`config.mk`:
```
export PLATFORM = sky130hd
export DESIGN_NAME = pcs_block_lock_ctrl
export DESIGN_NICKNAME = d
export VERILOG_FILES = /design/src/rtl/pcs_block_lock_ctrl.sv
export SDC_FILE = /design/constraint.sdc
export NUM_CORES = 1
export LEC_CHECK = 0
export CORE_AREA = 3 3 64 66
export CTS_CLUSTER_SIZE = 30
export DETAILED_ROUTE_END_ITERATION = 8
export DIE_AREA = 0 0 67 69
export PLACE_DENSITY = 0.69
export SLEW_MARGIN = 40
export SYNTH_ARGS = -nofsm -noshare
export SYNTH_HDL_FRONTEND = slang
export SYNTH_SLANG_ARGS = --single-unit
```
`constraint.sdc`:
```
create_clock -name i_clk -period 3.05 [get_ports i_clk]
set_input_delay 0.915 -clock i_clk [delete_from_list [all_inputs] [get_ports i_clk]]
set_output_delay 0.915 -clock i_clk [all_outputs]
set_load 0.03 [all_outputs]
```
`src/rtl/pcs_block_lock_ctrl.sv`:
```
// rtl/pcs_block_lock_ctrl.sv - 64b/66b receive block-lock controller with gearbox slip control
//
// Counts sync headers per test window. Block lock is asserted after a window with no
// invalid headers. While unlocked, a single bad header triggers a slip. While locked,
// SH_INVALID_MAX bad headers in one window trigger a slip. After each slip, headers are
// ignored for SLIP_WAIT_CYCLES cycles so the gearbox can realign.
//
// Ports:
//   i_clk          core clock
//   i_reset        asynchronous, active-high reset
//   i_header[1:0]  sync header of the current block, qualified by i_valid
//   i_valid        header valid this cycle
//   o_slip         one-cycle gearbox bit-slip command
//   o_block_lock   block lock achieved
//   o_lock_lost    one-cycle pulse, the cycle after o_block_lock falls
//   o_slip_count   saturating count of slips since reset
module pcs_block_lock_ctrl #(
  parameter int SH_CNT_MAX       = 64,
  parameter int SH_INVALID_MAX   = 16,
  parameter int SLIP_WAIT_CYCLES = 32,
  parameter int SLIP_CNT_W       = 8
) (
  input  logic                  i_clk,
  input  logic                  i_reset,
  input  logic [1:0]            i_header,
  input  logic                  i_valid,
  output logic                  o_slip,
  output logic                  o_block_lock,
  output logic                  o_lock_lost,
  output logic [SLIP_CNT_W-1:0] o_slip_count
);

  localparam int CNT_W    = $clog2(SH_CNT_MAX + 1);
  localparam int INV_W    = $clog2(SH_INVALID_MAX + 1);
  localparam int WAIT_RAW = $clog2(SLIP_WAIT_CYCLES + 1);
  localparam int WAIT_W   = (WAIT_RAW < 1) ? 1 : WAIT_RAW;

  typedef enum logic [1:0] {
    ST_INIT,
    ST_TEST,
    ST_SLIP,
    ST_SLIP_WAIT
  } state_t;

  state_t                  state, state_n;
  logic [CNT_W-1:0]        sh_cnt, sh_cnt_n;
  logic [INV_W-1:0]        sh_invalid_cnt, sh_invalid_cnt_n;
  logic [WAIT_W-1:0]       wait_cnt, wait_cnt_n;
  logic                    lock_n;
  logic                    lock_prev;
  logic [SLIP_CNT_W-1:0]   slip_count_n;

  logic                    sh_valid;
  logic [CNT_W-1:0]        cnt_inc;
  logic [INV_W-1:0]        inv_inc;

  assign sh_valid = i_header[1] ^ i_header[0];
  assign cnt_inc  = sh_cnt + CNT_W'(1);
  assign inv_inc  = sh_invalid_cnt + INV_W'(!sh_valid);

  always_comb begin
    state_n          = state;
    sh_cnt_n         = sh_cnt;
    sh_invalid_cnt_n = sh_invalid_cnt;
    wait_cnt_n       = wait_cnt;
    lock_n           = o_block_lock;
    slip_count_n     = o_slip_count;

    case (state)
      ST_INIT: begin
        lock_n           = 1'b0;
        sh_cnt_n         = '0;
        sh_invalid_cnt_n = '0;
        state_n          = ST_TEST;
      end

      ST_TEST: begin
        if (i_valid) begin
          if (!sh_valid && !o_block_lock) begin
            state_n = ST_SLIP;
          end else if (inv_inc == INV_W'(SH_INVALID_MAX)) begin
            // Takes priority over window completion: a window ending on its
            // limit-reaching bad header still loses lock.
            lock_n  = 1'b0;
            state_n = ST_SLIP;
          end else if (cnt_inc == CNT_W'(SH_CNT_MAX)) begin
            sh_cnt_n         = '0;
            sh_invalid_cnt_n = '0;
            if (inv_inc == '0) begin
              lock_n = 1'b1;
            end
          end else begin
            sh_cnt_n         = cnt_inc;
            sh_invalid_cnt_n = inv_inc;
          end
        end
      end

      ST_SLIP: begin
        if (o_slip_count != {SLIP_CNT_W{1'b1}}) begin
          slip_count_n = o_slip_count + SLIP_CNT_W'(1);
        end
        wait_cnt_n = WAIT_W'(SLIP_WAIT_CYCLES);
        if (SLIP_WAIT_CYCLES == 0) begin
          sh_cnt_n         = '0;
          sh_invalid_cnt_n = '0;
          state_n          = ST_TEST;
        end else begin
          state_n = ST_SLIP_WAIT;
        end
      end

      ST_SLIP_WAIT: begin
        // Counts every cycle, whether or not i_valid is high: the gearbox needs
        // wall-clock time to realign, independent of the block rate.
        if (wait_cnt != '0) begin
          wait_cnt_n = wait_cnt - WAIT_W'(1);
        end
        if (wait_cnt <= WAIT_W'(1)) begin
          sh_cnt_n         = '0;
          sh_invalid_cnt_n = '0;
          state_n          = ST_TEST;
        end
      end

      default: begin
        state_n = ST_INIT;
      end
    endcase
  end

  always_ff @(posedge i_clk or posedge i_reset) begin
    if (i_reset) begin
      state          <= ST_INIT;
      sh_cnt         <= '0;
      sh_invalid_cnt <= '0;
      wait_cnt       <= '0;
      o_block_lock   <= 1'b0;
      lock_prev      <= 1'b0;
      o_lock_lost    <= 1'b0;
      o_slip         <= 1'b0;
      o_slip_count   <= '0;
    end else begin
      state          <= state_n;
      sh_cnt         <= sh_cnt_n;
      sh_invalid_cnt <= sh_invalid_cnt_n;
      wait_cnt       <= wait_cnt_n;
      o_block_lock   <= lock_n;
      o_slip_count   <= slip_count_n;
      // This is a dedicated flop, rather than a decode of the state bits,
      // so the gearbox sees a glitch-free command.
      o_slip         <= (state_n == ST_SLIP);
      // lock_prev lags o_block_lock by one cycle. As a result, the pulse lands
      // one cycle after the fall is visible.
      lock_prev      <= o_block_lock;
      o_lock_lost    <= lock_prev & ~o_block_lock;
    end
  end

endmodule

```
Word level (Yosys, flattened, before mapping)
Index checks and enable logic that the tools add are counted.
{"block": "word_totals", "ff_bits": 32, "out_inout_bits": 11, "wordCells": 69}
{"block": "classes", "n_addsub": 4, "order_cmp": 1, "eq_ne": 14, "muxes": 25, "bitwise_logic": 3, "reduce_logical": 13}
{"cell": "$mux W7", "count": 5}
{"cell": "$mux W5", "count": 5}
{"cell": "$pmux W7 S3", "count": 1}
{"cell": "$pmux W5 S3", "count": 1}
{"cell": "$pmux W6 S2", "count": 1}
{"cell": "$ne A2 B2 Y1 const B", "count": 5}
{"cell": "$reduce_and A5 Y1", "count": 2}
{"cell": "$add A8 B1 Y8 const B", "count": 1}
{"cell": "$mux W2", "count": 4}
{"cell": "$ne A8 B8 Y1 const B", "count": 1}
{"cell": "$pmux W2 S4", "count": 1}
{"cell": "$add A7 B1 Y7 const B", "count": 1}
{"cell": "$eq A7 B7 Y1 const B", "count": 1}
{"cell": "$eq A2 B2 Y1 const B", "count": 3}
{"cell": "$le A6 B1 Y1 const B", "count": 1}
{"cell": "$mux W6", "count": 1}
{"cell": "$ne A3 B3 Y1 const B", "count": 2}
{"cell": "$reduce_bool A6 Y1", "count": 1}
{"cell": "$sub A6 B1 Y6 const B", "count": 1}
{"cell": "$add A5 B1 Y5", "count": 1}
{"cell": "$eq A5 B5 Y1 const B", "count": 1}
{"cell": "$logic_not A5 Y1", "count": 1}
{"cell": "$mux W1", "count": 5}
{"cell": "$reduce_and A2 Y1", "count": 2}
{"cell": "10 further kinds", "count": 12}

Longest topological paths before layout
{"block": "depth", "ltp_word": 10, "mapped_depth": 9}

Least setup slack after synthesis
No wires, ideal clock.
{"block": "synth_timing", "kind": "in2reg", "start": "input port i_header[0]", "end": "register sh_cnt[0]", "setup_ns": 0.125, "arrival_ns": 2.999, "required_time_ns": 2.925, "setup_slack_ns": -0.074, "cell_stages": 9, "n_path_buf": 0, "path_cell_list": "xor2_1 inv_1 ha_1 ha_1 or2_1 or4_4 o211a_4 and2_4 mux2_2"}
{"block": "synth_via", "elab_chain_len": 6, "elab_cells_between_ends": 8, "classes_between": "1 x add/sub; 3 x eq/ne; 1 x bitwise; 3 x reduce/logical"}
{"item": "start: declaration", "line": "25", "text": "input logic [1:0] i_header,"}
{"item": "$xor A1 B1 Y1 (*)", "line": "57", "text": "assign sh_valid = i_header[1] ^ i_header[0];"}
{"item": "$logic_not A1 Y1 (*)", "line": "59, 79"}
{"item": "$add A5 B1 Y5", "line": "59", "text": "assign inv_inc = sh_invalid_cnt + INV_W'(!sh_valid);"}
{"item": "$eq A5 B5 Y1", "line": "81", "text": "end else if (inv_inc == INV_W'(SH_INVALID_MAX)) begin"}
{"item": "$ne A2 B2 Y1 (no line)"}
{"item": "$reduce_and A5 Y1 (no line) (*)"}
{"item": "end signal: assignment", "line": "145", "text": "sh_cnt <= sh_cnt_n;"}
{"item": "end: declaration", "line": "46", "text": "logic [CNT_W-1:0] sh_cnt, sh_cnt_n;"}
Every way passes the cells marked *; elsewhere a longest branch is shown, timed or not.
A chain may end at the register's enable or synchronous reset.

Final worst setup path
{"block": "layout_timing", "start": "input port i_header[1]", "end": "register sh_cnt[0]"}
Same word-level chain as after synthesis.

==> tab_implementation.tex <==
\begin{tabular}{lr}
\hline
Metric & Value \\
\hline
\multicolumn{2}{l}{\textbf{Outcome}} \\
\quad Status & finished clean \\
\multicolumn{2}{l}{\textbf{Synth}} \\
\quad Synthesized area & approximately 1800 µm² \\
\quad Sequential fraction of the synthesis area & 0.4513 \\
\quad Main flop type after synthesis & sky130\_fd\_sc\_hd\_\_dfrtp\_1 \\
\quad Synth async-reset ratio & 1.000 \\
\quad Cell count after synthesis & between 150 and 200 \\
\quad FF+latch count, synth & 32 \\
\quad Synthesized area divided by synthesized cell count & between 10 and 15 µm² \\
\quad Unique masters post-synth & 50 \\
\quad Syn. warnings & 0 \\
\quad Count of flip-flops with a built-in enable after synthesis & 0 \\
\quad Mapped Nets & between 150 and 200 \\
\multicolumn{2}{l}{\textbf{Critical path}} \\
\quad Kind of critical path & primary input to flop \\
\quad Reg-to-reg setup timing slack & 0.76 ns \\
\quad Endpoint of the most critical register-to-register path & sh\_cnt[0]\$\_DFFE\_PP0P\_ \\
\quad CP Data Arrival Time & 3.18 ns \\
\quad Nature of the critical path endpoint & flop \\
\quad Worst Reg-to-Reg Cells & 7 \\
\quad Slowest library cell on the worst path & sky130\_fd\_sc\_hd\_\_or4\_4 \\
\quad Ordered list of cells on the worst path & dlygate4sd2\_1, xor2\_2, inv\_1, ha\_4, ha\_4, or2\_1, or4\_4, o211a\_4, and2\_4, mux2\_2 \\
\quad Critical Path Max Stage Delay & roughly 0.55 ns \\
\quad Highest net fanout along the worst path & 6 \\
\quad Critical Path Source Type & primary input \\
\quad Launch instance of the worst register-to-register path & sh\_invalid\_cnt[0]\$\_DFFE\_PP0P\_ \\
\quad Data required time at the worst endpoint & approximately 3.2 ns \\
\quad Cell occurring most often along the worst timing path & sky130\_fd\_sc\_hd\_\_ha\_4 \\
\multicolumn{2}{l}{\textbf{Floorplan}} \\
\quad Area of the core & roughly 3600 µm² \\
\quad Die Wd & around 67 µm \\
\quad Number of standard-cell rows in the floorplan & 22 \\
\quad Starting utilization of the core area & 0.4883 \\
\quad Top Ports & 16 \\
\quad Area of the die & about 4600 µm² \\
\quad Chip Height & roughly 70 µm \\
\multicolumn{2}{l}{\textbf{Layout}} \\
\quad Antenna diode count & 0 \\
\quad Number of nets at the end of the flow & roughly 220 \\
\quad Area taken by multi-input logic gates & 998.5 µm² \\
\quad Final instance area & approximately 2200 µm² \\
\quad FF+latch area & approximately 800 µm² \\
\quad Count of filler cells inserted in the layout & just over 300 \\
\quad Share of post-route cells with drive strength above 1 & 0.2115 \\
\quad Layout-stage area growth over the synthesis result & 26.23\% \\
\multicolumn{2}{l}{\textbf{Timing}} \\
\quad Number of hold violations in the final report & 0 \\
\quad Measured slew at the worst slew-check pin & between 0.6 and 0.7 ns \\
\quad Remaining max-slew budget at the tightest pin & 0.5704 \\
\quad Maximum clock frequency & 332.3 MHz \\
\quad Crit share post-route & 0.9866 \\
\quad Fin crit period & approximately 3.0 ns \\
\quad Pins over their slew limit & 0 \\
\quad Setup violators final & 0 \\
\quad Worst clock skew & about 0.0049 ns \\
\multicolumn{2}{l}{\textbf{Clock network}} \\
\quad Number of CTS-inserted buffers & 5 \\
\quad Clock transition at the register clock pins on the worst setup and hold paths after CTS & 0.06 ns \\
\quad Max clock buf depth & 2 \\
\quad Clock latency at the later pin of the worst-skew pair & roughly 0.28 ns \\
\quad TritonCTS clock tree & done \\
\quad Clock sinks & 32 \\
\quad H-tree depth & 2 \\
\quad Root cell of the clock tree & sky130\_fd\_sc\_hd\_\_clkbuf\_8 \\
\multicolumn{2}{l}{\textbf{Power}} \\
\quad Relative contribution of sequential cells to total power & 0.412 \\
\quad Net Switching & roughly 0.57 mW \\
\quad Worst supply voltage drop on vdd & between 0.5 and 0.6 mV \\
\quad Switching Fraction & 0.3590 \\
\quad Power Total & between 1.5 and 2 mW \\
\quad Comb pwr share & 0.378 \\
\quad Internal Power & approximately 1.0 mW \\
\quad Relative contribution of the clock network to total power & 0.210 \\
\quad Leakage & between 1 and 1.5 nW \\
\quad Areal power density over the cells & 703.1 nW/µm² \\
\multicolumn{2}{l}{\textbf{Detailed routing}} \\
\quad Residual antenna-violating net count after detailed routing & 0 \\
\quad DRC errors left & 0 \\
\quad Ratio of routed vias to standard cells & about 5.8 \\
\quad Total wire length after detailed routing & $\sim$3800 µm \\
\quad DRT iter0 DRCs & between 70 and 80 \\
\quad Final routed wire length divided by cell count & $\sim$15 µm \\
\quad Vias after detailed routing & 1477 \\
\quad Number of iterations in the first detailed-routing pass & 4 \\
\multicolumn{2}{l}{\textbf{Min path}} \\
\quad Min-Delay Path Class & flop to flop \\
\quad Endpoint, Worst Hold & o\_lock\_lost\$\_DFF\_PP0\_ \\
\quad Hold wc startpoint & lock\_prev\$\_DFF\_PP0\_ \\
\quad Count of cells along the worst hold path & 1 \\
\multicolumn{2}{l}{\textbf{GRT}} \\
\quad Number of antenna violations at the first check in global routing & 0 \\
\quad Pin count of the biggest net entering global routing & 33 \\
\quad Total global routing track utilization & 0.1824 \\
\quad Vias in the first global route & $\sim$1400 \\
\quad Wire length of the first global-routing pass & roughly 6500 µm \\
\quad Overflow left after global routing & 0 \\
\multicolumn{2}{l}{\textbf{Placed design}} \\
\quad Post-detailed-placement cell area & $\sim$2100 µm² \\
\quad HPWL after DPL & about 2700 µm \\
\quad Buffers on Ports & 15 \\
\quad Final weighted congestion in routability-driven placement & just over 0.8 \\
\multicolumn{2}{l}{\textbf{Job}} \\
\quad Max Cap Violations & 0 \\
\hline
\end{tabular}
sequential cells by signal, summed over array words and instances (netlist names):
register	cells
lock_prev	1
o_block_lock	1
o_lock_lost	1
o_slip	1
o_slip_count	8
sh_cnt	7
sh_invalid_cnt	5
state	2
wait_cnt	6
synth_stat cells, types with 2 or more instances:
cell type | count | share of area
sky130_fd_sc_hd__a21bo_2 | 2 | 0.011
sky130_fd_sc_hd__a21o_1 | 2 | 0.0085
sky130_fd_sc_hd__a21oi_1 | 4 | 0.011
sky130_fd_sc_hd__a221oi_1 | 2 | 0.0099
sky130_fd_sc_hd__a31oi_1 | 5 | 0.018
sky130_fd_sc_hd__a32o_1 | 2 | 0.011
sky130_fd_sc_hd__a41oi_1 | 2 | 0.0099
sky130_fd_sc_hd__and2_2 | 2 | 0.0085
sky130_fd_sc_hd__and3_1 | 2 | 0.0071
sky130_fd_sc_hd__dfrtp_1 | 32 | 0.45
sky130_fd_sc_hd__ha_1 | 7 | 0.049
sky130_fd_sc_hd__inv_1 | 10 | 0.021
sky130_fd_sc_hd__mux2_2 | 2 | 0.013
sky130_fd_sc_hd__nand2_1 | 14 | 0.030
sky130_fd_sc_hd__nand2b_1 | 2 | 0.0071
sky130_fd_sc_hd__nand3_1 | 7 | 0.020
sky130_fd_sc_hd__nand3b_1 | 2 | 0.0085
sky130_fd_sc_hd__nand4_1 | 4 | 0.014
sky130_fd_sc_hd__nor2_1 | 14 | 0.030
sky130_fd_sc_hd__nor2b_1 | 3 | 0.011
sky130_fd_sc_hd__nor3_1 | 3 | 0.0085
sky130_fd_sc_hd__nor4_1 | 3 | 0.011
sky130_fd_sc_hd__o211a_1 | 2 | 0.011
sky130_fd_sc_hd__o211ai_1 | 3 | 0.013
sky130_fd_sc_hd__o21ai_0 | 3 | 0.0085
sky130_fd_sc_hd__o21ai_2 | 2 | 0.0099
sky130_fd_sc_hd__o22ai_1 | 2 | 0.0071
sky130_fd_sc_hd__or3_1 | 2 | 0.0071
sky130_fd_sc_hd__xnor2_1 | 8 | 0.039
sky130_fd_sc_hd__xor2_1 | 4 | 0.020
placed cells by master (no fill, tap or decap), types with 3 or more instances in the layout:
cell type,instances
sky130_fd_sc_hd__xor2_1,3
sky130_fd_sc_hd__clkdlybuf4s50_1,13
sky130_fd_sc_hd__clkbuf_8,6
sky130_fd_sc_hd__o21ai_1,3
sky130_fd_sc_hd__nand4_1,4
sky130_fd_sc_hd__nor2b_1,3
sky130_fd_sc_hd__a31oi_1,5
sky130_fd_sc_hd__nor2_1,14
sky130_fd_sc_hd__nand2_1,14
sky130_fd_sc_hd__buf_4,14
sky130_fd_sc_hd__ha_1,5
sky130_fd_sc_hd__dfrtp_1,32
sky130_fd_sc_hd__o211ai_1,3
sky130_fd_sc_hd__a21oi_1,4
sky130_fd_sc_hd__xnor2_1,8
sky130_fd_sc_hd__nor3_1,3
sky130_fd_sc_hd__inv_1,10
sky130_fd_sc_hd__nand3_1,7
sky130_fd_sc_hd__nor4_1,3
repair_timing:
item / in CTS / in global routing
hold buffers: 0 / 0
buffers inserted: 1 / 1
pin swaps: 1 / 3
endpoints found under the setup margin: 16 / 13
resized for setup: 4 / 7
layer usage:
| metal | vias up | share of wire | global-route usage |
|---|---|---|---|
| met5 | - | 0 | 0 |
| met4 | 0 | 0.019 | 0.07432 |
| met3 | 8 | 0.043 | 0.04397 |
| met2 | 34 | 0.51 | 0.2849 |
| met1 | 734 | 0.43 | 0.2385 |
| li1 | 701 | - | - |
kinds of logic after synthesis:
logic type / synth area share
fa+ha+maj: 0.04936
flops: 0.4513
xor+xnor: 0.05924
mux: 0.01834
compound gates: 0.2017
buf+inv: 0.02398
simple gates: 0.1960
through the flow:
step	TNS (ns)	hold WS [ns]	setup WS (ns)	utilization	instances
after global routing	-0.09478	0.5318	-0.02678	0.6164	256
final	0	0.5012	0.04077	0.6164	256
after floorplan	0	0.4385	0.01447	-	172
after CTS	0	0.5000	0.05793	0.6002	255
after global placement	-6.085	0.4607	-0.4364	0.5723	246
after detailed placement	-6.819	0.4691	-0.4752	0.5723	246
power by group through the flow:
stage          sequential (mW)  clock, mW  combinational (mW)
6_report                 0.649      0.330               0.596
5_1_grt                  0.668      0.355               0.665
4_1_cts                  0.638      0.336               0.551
3_5_place_dp             0.644          0               0.543
3_3_place_gp             0.638          0               0.526
2_1_floorplan            0.638          0               0.354
worst max path at each step:
stage / start / to / cells past startpoint
2_1_floorplan: i_header[0] / sh_cnt[0]$_DFFE_PP0P_ / 9
3_3_place_gp: i_header[0] / sh_cnt[0]$_DFFE_PP0P_ / 10
3_5_place_dp: i_header[1] / sh_cnt[0]$_DFFE_PP0P_ / 10
4_1_cts: i_header[1] / sh_cnt[0]$_DFFE_PP0P_ / 10
5_1_grt: i_header[1] / sh_cnt[0]$_DFFE_PP0P_ / 10
6_report: i_header[1] / sh_cnt[0]$_DFFE_PP0P_ / 10
critical path: cells and delay by family:
| family | cells | cell delay [ns] |
|---|---|---|
| AND/OR/NAND/NOR | 3 | 0.93 |
| adder cells (fa/ha/maj) | 2 | 0.38 |
| buffers and inverters | 2 | 0.35 |
| multiplexers | 1 | 0.25 |
| AO/OA/AOI/OAI | 1 | 0.19 |
| XOR/XNOR | 1 | 0.16 |
layout make-up:
class / instances / share of cell area
clock buffers: 8 / 0.04022
inverters: 10 / 0.01676
multi-input cells: 129 / 0.4458
flip-flops and latches: 32 / 0.3575
well taps: 48 / 0.02682
repair buffers: 29 / 0.1128
Power figures use the tool's default switching activity.
